$ cat src/rtl/spi_master.sv
// SPI mode 0 master and companion slave, 8-bit frames, single clock domain.
// Optional build macro: SPI_LSB_FIRST_EN -- when defined, both ends shift
// LSB first; otherwise MSB first. Frame timing is identical either way.

package spi_master_pkg;

`ifdef SPI_LSB_FIRST_EN
   localparam bit LSB_FIRST = 1'b1;
`else
   localparam bit LSB_FIRST = 1'b0;
`endif

   // Bit that goes on the wire first for a given shift register.
   function automatic logic lead_bit(input logic [7:0] b);
      return LSB_FIRST ? b[0] : b[7];
   endfunction

   // Shift register after its lead bit has been sent.
   function automatic logic [7:0] drop_lead(input logic [7:0] b);
      return LSB_FIRST ? (b >> 1) : (b << 1);
   endfunction

   // Shift register after taking in one received bit.
   function automatic logic [7:0] take_bit(input logic [7:0] b, input logic s);
      return LSB_FIRST ? {s, b[7:1]} : {b[6:0], s};
   endfunction

endpackage

module spi_master
   import spi_master_pkg::*;
#(
   parameter int unsigned HALF_PERIOD = 1
) (
   input  logic       clk,
   input  logic       rst,
   input  logic       start,
   input  logic [7:0] data_in,
   output logic [7:0] data_out,
   output logic       sck,
   output logic       mosi,
   input  logic       miso,
   output logic       cs
);

   localparam logic [7:0] DIV_MAX = 8'(HALF_PERIOD - 1);

   typedef enum logic [1:0] {IDLE, XFER, DONE} state_t;

   state_t     state, state_nx;
   logic [7:0] div;
   logic [2:0] bit_cnt;
   logic [7:0] tx_sr;
   logic [7:0] rx_sr;

   logic load, in_xfer, tick, fall, last, finish;

   // State register.
   always_ff @(posedge clk or negedge rst) begin
      if (!rst) state <= IDLE;
      else      state <= state_nx;
   end

   // Next-state: start only counts in IDLE, frame ends on the 8th falling sck.
   always_comb begin
      state_nx = state;
      case (state)
         IDLE:    if (start) state_nx = XFER;
         XFER:    if (last)  state_nx = DONE;
         DONE:    state_nx = IDLE;
         default: state_nx = IDLE;
      endcase
   end

   // Control strobes decoded from state and the half-period divider.
   always_comb begin
      load    = (state == IDLE) && start;
      in_xfer = (state == XFER);
      tick    = in_xfer && (div == DIV_MAX);
      fall    = tick && sck;
      last    = fall && (bit_cnt == 3'd7);
      finish  = (state == DONE);
   end

   // Registered datapath: sck generation, shifting, cs and result capture.
   always_ff @(posedge clk or negedge rst) begin
      if (!rst) begin
         cs       <= 1'b1;
         sck      <= 1'b0;
         mosi     <= 1'b0;
         data_out <= '0;
         tx_sr    <= '0;
         rx_sr    <= '0;
         div      <= '0;
         bit_cnt  <= '0;
      end else if (load) begin
         tx_sr   <= data_in;
         rx_sr   <= '0;
         cs      <= 1'b0;
         sck     <= 1'b0;
         mosi    <= lead_bit(data_in);
         div     <= '0;
         bit_cnt <= '0;
      end else if (tick) begin
         div <= '0;
         sck <= ~sck;
         if (fall) begin
            rx_sr   <= take_bit(rx_sr, miso);
            tx_sr   <= drop_lead(tx_sr);
            bit_cnt <= bit_cnt + 3'd1;
            mosi    <= last ? 1'b0 : lead_bit(drop_lead(tx_sr));
         end
      end else if (in_xfer) begin
         div <= div + 8'd1;
      end else if (finish) begin
         cs       <= 1'b1;
         data_out <= rx_sr;
      end
   end

endmodule


$ cat config.mk
export PLATFORM = sky130hd
export DESIGN_NAME = spi_master
export DESIGN_NICKNAME = d
export VERILOG_FILES = /design/src/rtl/spi_master.sv
export SDC_FILE = /design/constraint.sdc
export NUM_CORES = 1
export LEC_CHECK = 0
export ABC_CLOCK_PERIOD_IN_PS = 2200
export BUFFER_PORTS_ARGS = -buffer_cell sky130_fd_sc_hd__buf_2
export CAP_MARGIN = 20
export CORE_ASPECT_RATIO = 1.25
export CORE_MARGIN = 1.5
export CORE_UTILIZATION = 56
export DETAILED_ROUTE_END_ITERATION = 16
export GPL_ROUTABILITY_DRIVEN = 0
export HOLD_SLACK_MARGIN = 0.06
export PLACE_DENSITY = 0.78
export SLEW_MARGIN = 10
export SYNTH_ARGS = -nofsm -noshare
export SYNTH_HDL_FRONTEND = slang
export SYNTH_SLANG_ARGS = --single-unit
$ cat constraint.sdc
create_clock -name clk -period 2.2 [get_ports clk]
set_clock_uncertainty 0.1 [all_clocks]
set_input_delay 0.44 -clock clk [delete_from_list [all_inputs] [get_ports clk]]
set_output_delay 0.44 -clock clk [all_outputs]
set_load 0.03 [all_outputs]
======== Word-level counts from Yosys, hierarchy flattened ========
Cells that the tools add are included.
word-level totals
  flip-flop bits (word level) ............. 39
  latch bits .............................. 0
  RAM bits ................................ 0
  bits in read-only memories .............. 0
  input bits .............................. 12
  output and inout port bits .............. 11
  logic and storage cells ................. 61
  memories kept ........................... 0
operators by class
  add/subtract/negate cells ............... 2
  $mul .................................... 0
  divide/modulo/power cells ............... 0
  order comparisons ....................... 0
  equality and inequality tests ........... 7
  shift operators ......................... 0
  multiplexer cells ....................... 25
  bitwise gates (word level) .............. 4
  reductions and logical operators ........ 14
operators with widths
  cell                                                    number
  two-way mux 8 bit                                       6
  two-way mux 7 bit                                       3
  two-way mux 1 bit                                       10
  two-way mux 3 bit                                       3
  adder 8 x 1 -> 8 bit (second input constant)            1
  logical NOT 8 bit                                       1
  inequality test 2 bit (second input constant)           3
  nonzero test 2 bit                                      3
  logical AND 1 bit                                       4
  two-way mux 2 bit                                       2
  inverter 1 bit                                          4
  case mux 2 bit (2 select lines)                         1
  AND reduction 2 bit                                     2
  AND reduction 4 bit                                     1
  adder 3 x 1 -> 3 bit (second input constant)            1
  == test 3 bit (second input constant)                   1
  AND reduction 3 bit                                     1
  nonzero test 3 bit                                      1
  == test 2 x 1 -> 1 bit (second input constant)          1
  == test 2 bit (second input constant)                   1
  logical NOT 2 bit                                       1
  inequality test 2 x 1 -> 1 bit (second input constant)  1

======== Depth between registers and ports, before layout ========
  depth after elaboration ................. 8
  mapped depth ............................ 8

======== Least setup slack after synthesis ========
Ideal clock, no wire load.
  path kind ............................... register -> register
  start ................................... reg div[0]
  end ..................................... reg rx_sr[5]
  setup time .............................. 0.073 ns
  arrival ................................. 1.497 ns
  required time ........................... 2.027 ns
  path slack .............................. 0.530 ns
  stages on the path, launching flop included .. 9
  path buffers ............................ 2
  clock period less this slack ............ 1.670 ns
  cells stage by stage .................... dfrtp_1 inv_1 ha_1 nor4b_4 and4_4 buf_6 buf_12 nand2_2 a21oi_2
between the ends
  longest elaborated chain between the ends .. 5
  elaborated cells on any way between the ends .. 6
  classes of those cells .................. reduce/logical: 6
RTL lines
  element                                   line  text
  start, declared                           51    logic [7:0] div;
  start signal, assigned                    114   div <= div + 8'd1;
  logical NOT 8 bit (*)                     79    tick = in_xfer && (div == DIV_MAX);
  logical AND 1 bit (*)                     79
  logical AND 1 bit                         80    fall = tick && sck;
  nonzero test 2 bit (no source line)       -
  AND reduction 2 bit (no source line) (*)  -
  end signal, assigned                      108   rx_sr <= take_bit(rx_sr, miso);
  end, declared                             54    logic [7:0] rx_sr;
Every way passes the cells marked *; elsewhere a longest branch is shown, timed or not.
A chain may end at the register's enable or synchronous reset.

======== Worst setup path in the final report ========
  start ................................... reg div[0]
  end ..................................... reg tx_sr[6]
between the ends
  longest elaborated chain between the ends .. 5
  elaborated cells on any way between the ends .. 6
  classes of those cells .................. reduce/logical: 6
RTL lines
  element                                   line  text
  logical NOT 8 bit (*)                     79
  logical AND 1 bit (*)                     79
  logical AND 1 bit                         80
  nonzero test 2 bit (no source line)       -
  AND reduction 2 bit (no source line) (*)  -
  end signal, assigned                      97    tx_sr <= data_in;
  end signal, assigned                      109   tx_sr <= drop_lead(tx_sr);
  end, declared                             53    logic [7:0] tx_sr;
Marks and branches as above.

==> impl_metrics.ini <==
[status]
status = completed

[die]
start_util_pct = 58.92
fp.dieH_microns = 65.53
die-area_sq_um = 3475
die_w_microns = 53.03
core_sq_um = 2973
pin_count = 23
std_cell_rows = 22

[power_and_ir_drop]
internal_power_uw = 1398
p_switching_uw = 763.0
p_clk_share_pct = 17.8
p_seq_share_pct = 55.7
power.density_nw_per_um2 = 1120
leakage_uw = 0.0009928
swShare_pct = 35.30
finalPower_uw = 2161
pwr-share-comb_pct = 26.5
vdd_drop_max_v = 0.0005700

[critical_path]
cp.depth = 6
crit_chain = inv_1 > ha_1 > nor4b_4 > nand4_1 > mux2i_1 > a21oi_1
cp-end-kind = register
reg2reg_depth = 6
timing.rr.start = div[0]
crit_buf_inv = 1
slowest_stage = nand4_1
start_kind = register
critPathMaxStageDelay_ns = 0.49
worstPathRequired_ns = 2.34
cp.arrival_ns = 2.16
worst-setup-path-type = reg2reg
cp_max_fo = 11
crit_family = simple AND/OR/NAND/NOR gates
startpoint = div[0]

[cts]
cts_htree_levels = 2
clk_latency_ns = 0.35
cts-root-buf = clkbuf_4
cts_hold_buf = 0
clock_path_buffers = 2
clk_pin_slew_ns = 0.12
cts_sinks = 39
cts_buffers = 5
cts_tree = done

[route]
post-route-drc-count = 0
via_count = 1262
first_pass_iters = 4
drt_iter0_drc = 29
ant_nets = 0
wl_mm = 3.272
via_per_inst = 5.763
routedWlPerCell_microns = 14.94

[global_route]
first_global_vias = 1251
gr-total-overflow = 0
gr-usage-all-layers_pct = 22.96
grt_antenna_before_repair = 0
grt_max_degree = 40
grt_pass1_wl_mm = 5.637

[logic_synthesis]
yosysSeqAreaShare_pct = 55.79
ys_types = 32
yosysMostFrequentCell = dfrtp_1
synth_area_per_cell_sq_um = 11.09
synth_top_area_share_pct = 54.29
synth-main-ff-cell = dfrtp_1
synth_top_cell_by_area = dfrtp_1
syn_nets = 174
syn_area_sq_um = 1752
ys_ff_latch = 39
syn_inst = 158
synth-async-reset-ratio_pct = 100.0
synth_area_leaders = dfrtp_1 (54%), mux2_2 (5.8%), nand2_1 (5.4%), a22o_1 (3.5%), ha_1 (2.9%)
yosysWarnings = 0
ys_top_cells_by_count = dfrtp_1 (38), nand2_1 (25), a21oi_1 (9), mux2_2 (9), nor2_1 (9)
synth_edf_count = 0

[placed_design]
hpwlAfterDp_mm = 2.287
portBuffers = 22
place_ws_ns = -0.07249
dp_cells = 211
dpl_cell_area_sq_um = 1869

[timing]
setup_viol = 0
maxSlewHeadroom_pct = 43.56
maxSlewViolCount = 0
hold_ws_ns = 0.07916
fin_crit_ns = 2.018
grt_setup_unrepaired = yes
setup_slack_ns = 0.1821
max_freq_mhz = 495.6
timing.final.crit_share_pct = 91.72
worst_slew_pin_slew_ns = 0.8466
finalHoldViolCount = 0

[cells_and_area]
drive_above_1_share_pct = 26.78
final_cells = 219
num-fill-cells = 241
finalInstanceArea_sq_um = 1929
area_growth_pct = 10.14
final_nets = 198
diodes = 0

[hold_path]
min_path_type = in2async

[job]
drv_cap = 0
==> final timing paths <==
| check | slack (ns) | to |
|---|---|---|
| max reg2reg | 0.18 | tx_sr[6] |
| max in group asynchronous | 1.39 | tx_sr[2] |
| min | 0.08 | rx_sr[3] |
| max | 0.18 | tx_sr[6] |
| min in group clk | 0.19 | rx_sr[0] |
| min reg2reg | 0.37 | cs |
==> worst reg2reg max path, stage by stage, from the launching register on <==
cell and delay, ns:
dfrtp_1 0.42, inv_1 0.09, ha_1 0.15, nor4b_4 0.26, nand4_1 0.50, mux2i_1 0.31
a21oi_1 0.09
==> sequential cells by signal, indices dropped and copies added, names as in the netlist <==
register / count
bit_cnt: 3
cs: 1
data_out: 8
div: 8
mosi: 1
rx_sr: 8
sck: 1
state: 2
tx_sr: 7
==> cell usage in the layout (no fill, tap or decap), types with 2 or more instances in the layout <==
cell type	count
a22o_1	7
a21o_1	6
nand4_1	2
nand2_2	2
buf_2	22
ha_1	4
xor2_1	2
o21ai_0	8
nor3_1	2
mux2i_1	2
nand2b_1	4
nand3_1	4
mux2_2	9
dfrtp_1	38
nor2_1	9
or2_2	2
a31oi_1	3
inv_1	3
nand2_1	25
a21oi_1	9
buf_4	2
clkbuf_4	5
a21oi_2	2
==> timing repair <==
item	in CTS	in global routing
resized for setup	1	0
setup buffers	0	0
endpoints found under the setup margin	1	1
gates cloned	0	0
==> power by group through the flow <==
| stage | clock network, uW | logic, uW | registers (uW) |
|---|---|---|---|
| after CTS | 396 | 581 | 1200 |
| after detailed placement | 0 | 581 | 1220 |
| after global routing | 426 | 659 | 1240 |
| after floorplan | 0 | 397 | 1210 |
| final | 384 | 574 | 1200 |
| after global placement | 0 | 536 | 1200 |
==> cell type report <==
class,instances,area (sq um),area share [%]
tap,36,45.04,2.335
sequential,39,977.2,50.65
multi-input combinational,109,710.7,36.84
clock inverter,1,5.005,0.2594
clock buffer,7,55.05,2.853
inverter,3,11.26,0.5837
timing repair buffer,24,125.1,6.485
==> per-stage QoR <==
stage | TNS [ns] | util (%)
floorplan | 0 | -
global placement | 0 | 62.88
detailed placement | -0.07249 | 62.88
CTS | 0 | 64.90
global route | -0.01319 | 64.90
finish | 0 | 64.90
==> routing by layer <==
layer | wire, microns | up-vias | track usage (%)
met5 | 0 | - | 0
met4 | 82 | 0 | 12.50
met3 | 125 | 8 | 4.773
met2 | 1643 | 27 | 35.94
met1 | 1421 | 630 | 29.43
li1 | - | 597 | -
==> cells by family (layout without fill, tap and decap cells) <==
group	after synthesis	after routing	synth area share [%]
xor gates and xnor gates	3	3	1.500
buffers and inverters	10	35	3.643
adders and majority gates	4	4	2.857
AOI/OAI and AO/OA	37	37	14.00
muxes	11	11	6.929
and+or+nand+nor	54	54	15.29
DFF	39	39	55.79
Note: power is estimated with default switching activity, not from simulation.
